### src/rtl/twohot_pkg.sv
// Shared definitions for the two-hot stream decoder: code count and codeword builder.
package twohot_pkg;

    localparam int unsigned DefaultM = 5;
    // Widest codeword the builder function can produce.
    localparam int unsigned MaxM     = 32;

    // Number of distinct 2-of-m codewords.
    function automatic int unsigned ncodes(input int unsigned m);
        return m * (m - 1) / 2;
    endfunction

    // Codeword k: bits i>j set, ordered by i ascending then j ascending; zero if k is out of range.
    function automatic logic [MaxM-1:0] code_of(input int unsigned m, input int unsigned k);
        logic [MaxM-1:0] code;
        int unsigned     cnt;
        code = '0;
        cnt  = 0;
        for (int unsigned i = 1; i < MaxM; i++) begin
            for (int unsigned j = 0; j < i; j++) begin
                if (i < m) begin
                    if (cnt == k) begin
                        code[i] = 1'b1;
                        code[j] = 1'b1;
                    end
                    cnt++;
                end
            end
        end
        return code;
    endfunction

endpackage

### src/rtl/twohot_idx2code.sv
// Combinational index -> two-hot codeword lookup with range check.
module twohot_idx2code
    import twohot_pkg::*;
#(
    parameter int unsigned M = DefaultM,
    parameter int unsigned W = $clog2(M * (M - 1) / 2)
) (
    input  logic [W-1:0] idx,
    output logic [M-1:0] code,
    output logic         bad
);

    localparam int unsigned    NCodes  = ncodes(M);
    localparam int unsigned    Entries = 2 ** W;
    localparam logic [W:0]     NCodesW = (W + 1)'(NCodes);

    // Table is sized to the full index space; entries beyond the last code are zero.
    logic [M-1:0] rom [Entries];

    for (genvar k = 0; k < Entries; k++) begin : g_rom
        localparam logic [MaxM-1:0] Full = code_of(M, k);
        assign rom[k] = Full[M-1:0];
    end

    // Look up the codeword and flag indices past the last valid code.
    always_comb begin
        bad  = ({1'b0, idx} >= NCodesW);
        code = bad ? '0 : rom[idx];
    end

endmodule

### src/rtl/twohot_stream_dec.sv
// Registered two-hot decoder with valid/ready handshake and an internal generate counter.
// Optional error counter enabled by defining TWOHOT_STREAM_ERRCNT_EN.
module twohot_stream_dec
    import twohot_pkg::*;
#(
    parameter int unsigned M  = DefaultM,
    parameter int unsigned W  = $clog2(M * (M - 1) / 2),
    parameter int unsigned CW = 8
) (
    input  logic          clk,
    input  logic          rst_n,
    input  logic          mode,
    input  logic          in_valid,
    output logic          in_ready,
    input  logic [W-1:0]  in_idx,
    output logic          out_valid,
    input  logic          out_ready,
    output logic [M-1:0]  out_code,
    output logic          out_err,
    output logic [CW-1:0] err_cnt
);

    localparam int unsigned  NCodes  = ncodes(M);
    localparam logic [W-1:0] LastIdx = W'(NCodes - 1);

    logic         accept;
    logic [W-1:0] sel_idx;
    logic [M-1:0] dec_code;
    logic         dec_bad;
    logic         beat_err;

    logic         out_valid_q, out_valid_d;
    logic [M-1:0] out_code_q, out_code_d;
    logic         out_err_q, out_err_d;
    logic [W-1:0] gen_cnt_q, gen_cnt_d;

    assign in_ready = rst_n && (!out_valid_q || out_ready);
    assign accept   = in_valid && in_ready;
    assign sel_idx  = mode ? gen_cnt_q : in_idx;
    // The counter never leaves range, so only decode beats can be erroneous.
    assign beat_err = !mode && dec_bad;

    twohot_idx2code #(
        .M (M),
        .W (W)
    ) u_idx2code (
        .idx  (sel_idx),
        .code (dec_code),
        .bad  (dec_bad)
    );

    // Next state for the output register and generate counter.
    always_comb begin
        out_valid_d = out_valid_q;
        out_code_d  = out_code_q;
        out_err_d   = out_err_q;
        gen_cnt_d   = gen_cnt_q;
        if (accept) begin
            out_valid_d = 1'b1;
            out_code_d  = dec_code;
            out_err_d   = beat_err;
            if (mode) begin
                gen_cnt_d = (gen_cnt_q == LastIdx) ? '0 : gen_cnt_q + W'(1);
            end
        end else if (out_valid_q && out_ready) begin
            out_valid_d = 1'b0;
        end
    end

    // State registers with synchronous active-low reset.
    always_ff @(posedge clk) begin
        if (!rst_n) begin
            out_valid_q <= 1'b0;
            out_code_q  <= '0;
            out_err_q   <= 1'b0;
            gen_cnt_q   <= '0;
        end else begin
            out_valid_q <= out_valid_d;
            out_code_q  <= out_code_d;
            out_err_q   <= out_err_d;
            gen_cnt_q   <= gen_cnt_d;
        end
    end

    assign out_valid = out_valid_q;
    assign out_code  = out_code_q;
    assign out_err   = out_err_q;

`ifdef TWOHOT_STREAM_ERRCNT_EN
    logic [CW-1:0] err_cnt_q, err_cnt_d;

    // Saturating count of accepted erroneous beats.
    always_comb begin
        err_cnt_d = err_cnt_q;
        if (accept && beat_err && (err_cnt_q != {CW{1'b1}})) begin
            err_cnt_d = err_cnt_q + CW'(1);
        end
    end

    // Error counter register.
    always_ff @(posedge clk) begin
        if (!rst_n) begin
            err_cnt_q <= '0;
        end else begin
            err_cnt_q <= err_cnt_d;
        end
    end

    assign err_cnt = err_cnt_q;
`else
    assign err_cnt = '0;
`endif

endmodule

### config.mk
export PLATFORM = sky130hd
export DESIGN_NAME = twohot_stream_dec
export DESIGN_NICKNAME = d
export VERILOG_FILES = /design/src/rtl/twohot_pkg.sv /design/src/rtl/twohot_idx2code.sv /design/src/rtl/twohot_stream_dec.sv
export SDC_FILE = /design/constraint.sdc
export NUM_CORES = 1
export LEC_CHECK = 0
export CAP_MARGIN = 20
export CORE_MARGIN = 2
export CORE_UTILIZATION = 49
export DETAILED_ROUTE_END_ITERATION = 8
export PLACE_DENSITY = 0.95
export SYNTH_ARGS = -nofsm -noshare
export SYNTH_HDL_FRONTEND = slang
export SYNTH_HIERARCHICAL = 1
export SYNTH_SLANG_ARGS = --single-unit
### constraint.sdc
create_clock -name clk -period 2.4 [get_ports clk]
set_input_delay 0.36 -clock clk [delete_from_list [all_inputs] [get_ports clk]]
set_output_delay 0.36 -clock clk [all_outputs]
set_load 0.05 [all_outputs]
==> summary.txt <==
CTS buffer count = 3
Relative slew slack = 65.55%
Yosys top cell by area = dfxtp_1
CTS Hold Bufs = 0
Wire per inst = 13.08 um
Clock buffer depth = 2
Die height = 44.71 um
Critical Path End Type = flop
Worst slew pin tran = 0.5151 ns
Post-synthesis sequential area ratio = 27.12%
Synth Register Bits = 11
Number of top-level pins = 25
Diode count = 0
Clock period minus worst slack = 2.040 ns
Iter 0 DRT Violations = 18
Slowest-stage cell, CP = clkdlybuf4s50_1
Area occupied by multi-input gates = 491.7 sq um
Remaining Overflow, GRT = 0
Worst-path fanout max = 7
Leakage power = 0.3816 nW
Reg clk slew, reported paths = 0.06 ns
CTS root buf = clkbuf_4
# fillers = 138
Full die area = 1999 sq um
Unrepaired setup endpoints after global routing = no
Nets = 129
Peak VDD IR = 0.3218 mV
Layout cells sized above 1 = 7.018%
Initial antenna violation count = 0
Syn Area/Cell = 8.120 sq um
Post-CTS Setup Bufs = 0
Ys async rst share = 0%
DR pass1 iterations = 4
Critical path, cell by cell = clkdlybuf4s50_1 > nand2_1 > o21ai_1 > inv_1 > ha_1 > nor3_4 > nand3_1 > o21ai_1 > nand3_1 > o21ai_1
Pwr dens = 505.5 nW/um^2
Crit path launch type = input port
Layout area overhead = 17.57%
CP peak stage delay = 0.61 ns
Synth area leaders = dfxtp_1 (27%), buf_4 (9.2%), ha_1 (7.7%)
Vias = 723
Post-Synthesis Cells = 100
DP Area = 928.4 sq um
Post-synth EDFFs = 0
Clock Latency Late Sink = 0.27 ns
Layout Utilization = 62.64%
FF/Latch Area = 220.2 sq um
Max Fclk = 0.4901 GHz
Final Skew = 0.009035 ns
Status = finished, final reports clean
Share of the synthesized area in the top cell type = 27.12%
Routed WL = 1701 um
Clock sinks = 11
CP most frequent cell = o21ai_1
Critical path required time = 2.60 ns
Yosys warns = 6
Synthesized area = 812.0 sq um
Final setup vio count = 0
DR vias/cell = 5.562
RD Place Congestion = 0.8106
Max-capacitance violation count = 0
First-pass GRT wire length = 2967 um
Distinct cells, synth = 32
Setup ws final = 0.3596 ns
Final hold violations = 0
Fin Setup TNS = 0 ns
H-tree depth = 1
DP HPWL = 1287 um
Post_cts resized = 0
CORE AREA = 1524 sq um
Ys flop type = dfxtp_1
Remaining DRCs = 0
CTS tree = built
Core Rows = 14
WP data arrival = 2.24 ns
GRT Overall Usage = 20.17%
Crit Path Class = input port to flop
Largest net degree at the start of global routing = 12
Routed Antenna Nets = 0
Final slew viol count = 0
Die W = 44.71 um
Port Buffer Count = 16
Min-Delay Path Class = flop to flop
Power Total = 482.5 uW
Initial Util = 53.28%
Vias in the first global route = 734
Post-route design area = 954.7 sq um
Fin crit share = 85.02%
Pre-CTS worst setup slack = 0.1066 ns
## critical path, delay by kind of cell
kind	cells	cell delay (ns)
AO/OA/AOI/OAI	3	0.35
adder cells (fa/ha/maj)	1	0.27
buffers and inverters	2	0.74
AND/OR/NAND/NOR	4	0.51
## worst paths after layout
kind | startpoint | endpoint | slack (ns) | cells past startpoint
max | mode | out_code[2]$_SDFFE_PN0P_ | 0.36 | 10
min | out_code[1]$_SDFFE_PN0P_ | out_code[1]$_SDFFE_PN0P_ | 0.46 | 2
max reg2reg | gen_cnt_q[0]$_SDFFE_PN0P_ | out_code[2]$_SDFFE_PN0P_ | 0.70 | 9
min reg2reg | out_code[1]$_SDFFE_PN0P_ | out_code[1]$_SDFFE_PN0P_ | 0.46 | 2
## cell usage after synthesis (all sizes together), types with 3 or more instances
cell type  number
dfxtp          11
or4             3
mux2            3
nand3           8
ha              5
nand2          10
a21oi           4
o21ai          10
nor2            6
buf            14
inv             5
## cell families (layout without fill, tap and decap cells)
group	Yosys count	after routing	synth area share [%]
and+or+nand+nor	38	38	27.12
AOI/OAI and AO/OA	21	21	15.41
other	1	8	0.4618
DFF	11	11	27.12
muxes	5	5	6.625
buffers and inverters	19	26	15.56
adders and majority gates	5	5	7.704
## metrics by stage
stage               instances  hold WS, ns
floorplan                 107       0.4653
global placement          126       0.4381
detailed placement        126       0.4429
CTS                       130       0.4596
global route              130       0.4861
finish                    130       0.4554
## layout make-up
cell class	count	area share [%]
clock buffer	4	2.752
inverter	5	1.966
multi-input combinational	77	51.51
sequential	11	23.07
tap	16	2.097
timing repair buffer	17	18.61
## sequential cells by signal, summed over array words and instances, names as in the netlist
register	count
gen_cnt_q	4
out_code	5
out_err	1
out_valid	1
## where the power goes
group,leakage (nW),switching [mW],internal (mW),total [mW]
clock,0.0150,0.0628,0.0644,0.127
sequential,0.0897,0.00562,0.191,0.197
combinational,0.277,0.107,0.0521,0.159
## metal layers
metal	up-vias	part of all wire, %	global-route usage (%)
met4	0	1.0	9.091
li1	357	-	-
met3	2	5.2	6.000
met2	30	52	34.49
met5	-	0	0
met1	334	42	23.00
## cells in the final DEF, fill, tap and decap left out, types with 2 or more instances in the layout
| master | Yosys | final |
|---|---|---|
| mux2_1 | 3 | 3 |
| clkdlybuf4s50_1 | 0 | 15 |
| conb_1 | 1 | 8 |
| o21ai_1 | 8 | 8 |
| clkbuf_4 | 0 | 3 |
| o21ai_0 | 2 | 2 |
| dfxtp_1 | 11 | 11 |
| ha_1 | 5 | 5 |
| or4_1 | 3 | 3 |
| and2b_1 | 2 | 2 |
| inv_1 | 5 | 5 |
| o31ai_1 | 2 | 2 |
| a21oi_1 | 4 | 4 |
| o41ai_1 | 2 | 2 |
| nand2_1 | 9 | 9 |
| nor2_1 | 6 | 6 |
| nand3_1 | 8 | 8 |
| mux2i_1 | 2 | 2 |
Note: power is estimated with default switching activity, not from simulation.
==> RTL edit, RTL diff (same flow settings) <==
Build with the macro `TWOHOT_STREAM_ERRCNT_EN` defined.
--- a/src/rtl/twohot_stream_dec.sv
+++ b/src/rtl/twohot_stream_dec.sv
@@ -1,4 +1,6 @@
 // Registered two-hot decoder with valid/ready handshake and an internal generate counter.
 // Optional error counter enabled by defining TWOHOT_STREAM_ERRCNT_EN.
+`define TWOHOT_STREAM_ERRCNT_EN
+
 module twohot_stream_dec
     import twohot_pkg::*;
Behaviour: not the same (a bounded check fails within 4 cycles, from zero or initial values and one cycle with rst_n low).
==> RTL edit against the original RTL <==
  * Sequential cell count is 8 higher
  * Wire length grew 61%
  * Setup slack got worse by 0.18 ns
  * Highest routed layer unchanged
  * Register-to-register slack got worse by 0.46 ns
  * Power grew 32%
  * Final area rose by 59%
  * Synthesized area rose by 36%
  * Sequential power is 67% higher
  * Clock power is 27% higher
==> RTL edit: results (changes against the original RTL) <==
| Metric | Value |
|---|---|
| Met3 capacity usage during global routing | 1.46% (-4.5 points) |
| Clock Pin Slew Worst Setup and Hold Paths | 0.11 ns (+0.05 ns) |
| Filler Cells Inserted | 178 (+29%) |
| Worst skew pair latency | 0.29 ns (+0.02 ns) |
| Slew margin rel. | 52.2% (-13 points) |
| Metal2 WL | 1.46 mm (+65%) |
| GR Layer Usage met1 | 24.5% (+1.5 points) |
| Largest register FFs | 8 (+3) |
| Routability cong. | 0.908 (+12%) |
| First-pass GRT wire length | 4.43 mm (+49%) |
| Placement Setup Slack | -0.317 ns (-0.424 ns) |
| Mean Syn Cell Area | 8.11 um^2 (-0.19%) |
| Fmax | 451 MHz (-8.0%) |
| Post-synth top area share | 34.5% (+7.4 points) |
| Status | finished, final reports clean |
| Metal3 WL | 124 um (+39%) |
| Max Fanout on Critical Path | 5 (-2) |
| Worst stage delay on the critical path | 0.39 ns (-0.22 ns) |
| Non-Filler Instances | 200 (+54%) |
| PortBufs | 24 (+8) |
| Mux cell area share after synthesis | 6.70% (+0.071 points) |
| Maximum VDD drop | 260 uV (-19%) |
| Register area | 380 um^2 (+73%) |
| WL final | 2.74 mm (+61%) |
| All-Layer GR Usage | 21.8% (+1.6 points) |
| Share of the yosys chip area belonging to registers | 34.5% (+7.4 points) |
| Total net switching power | 0.187 mW (+6.6%) |
| Vias in the first global route | 1083 (+48%) |
| Crit path capture | err_cnt[4]$_SDFFE_PN0P_ |
| Dpl cell area | 1440 um^2 (+55%) |
| CTS resizes | 1 (+1) |
| Nets | 188 (+46%) |
| Arr. time, crit path | 2.41 ns (+0.17 ns) |
==> RTL edit: cell types whose count changed after synthesis, sizes merged, moves of 3 or more <==
cell    before  now
nor2b        2    5
o21ai       10   13
nand2       10   20
buf         14    3
nor2         6   12
inv          5    8
clkbuf       0    3
a21oi        4    7
dfxtp       11   19
nand3        8    2
==> RTL edit: how the worst min path moves through the flow <==
stage                         startpoint                   endpoint  slack (ns)  cells past startpoint
3_5_place_dp    out_code[4]$_SDFFE_PN0P_   out_code[4]$_SDFFE_PN0P_        0.45                      2
3_3_place_gp    out_code[3]$_SDFFE_PN0P_   out_code[3]$_SDFFE_PN0P_        0.45                      2
5_1_grt         out_code[1]$_SDFFE_PN0P_   out_code[1]$_SDFFE_PN0P_        0.51                      2
4_1_cts         out_code[4]$_SDFFE_PN0P_   out_code[4]$_SDFFE_PN0P_        0.47                      2
2_1_floorplan  gen_cnt_q[2]$_SDFFE_PN0P_  gen_cnt_q[2]$_SDFFE_PN0P_        0.47                      1
6_report        out_code[4]$_SDFFE_PN0P_   out_code[4]$_SDFFE_PN0P_        0.46                      2
==> RTL edit: power groups by stage <==
| stage | clock network [mW] | logic (mW) | registers [mW] |
|---|---|---|---|
| 2_1_floorplan | 0 | 0.0618 | 0.362 |
| 3_3_place_gp | 0 | 0.140 | 0.336 |
| 3_5_place_dp | 0 | 0.144 | 0.336 |
| 4_1_cts | 0.163 | 0.145 | 0.329 |
| 5_1_grt | 0.176 | 0.161 | 0.330 |
| 6_report | 0.161 | 0.149 | 0.329 |
==> RTL edit: cell type report <==
cell class                      count  area share (%)
Clock buffer                        4            1.73
Inverter                            8            1.98
Multi-Input combinational cell    103            45.3
Sequential cell                    19            25.0
Tap cell                           28            2.31
Timing Repair Buffer               38            23.6
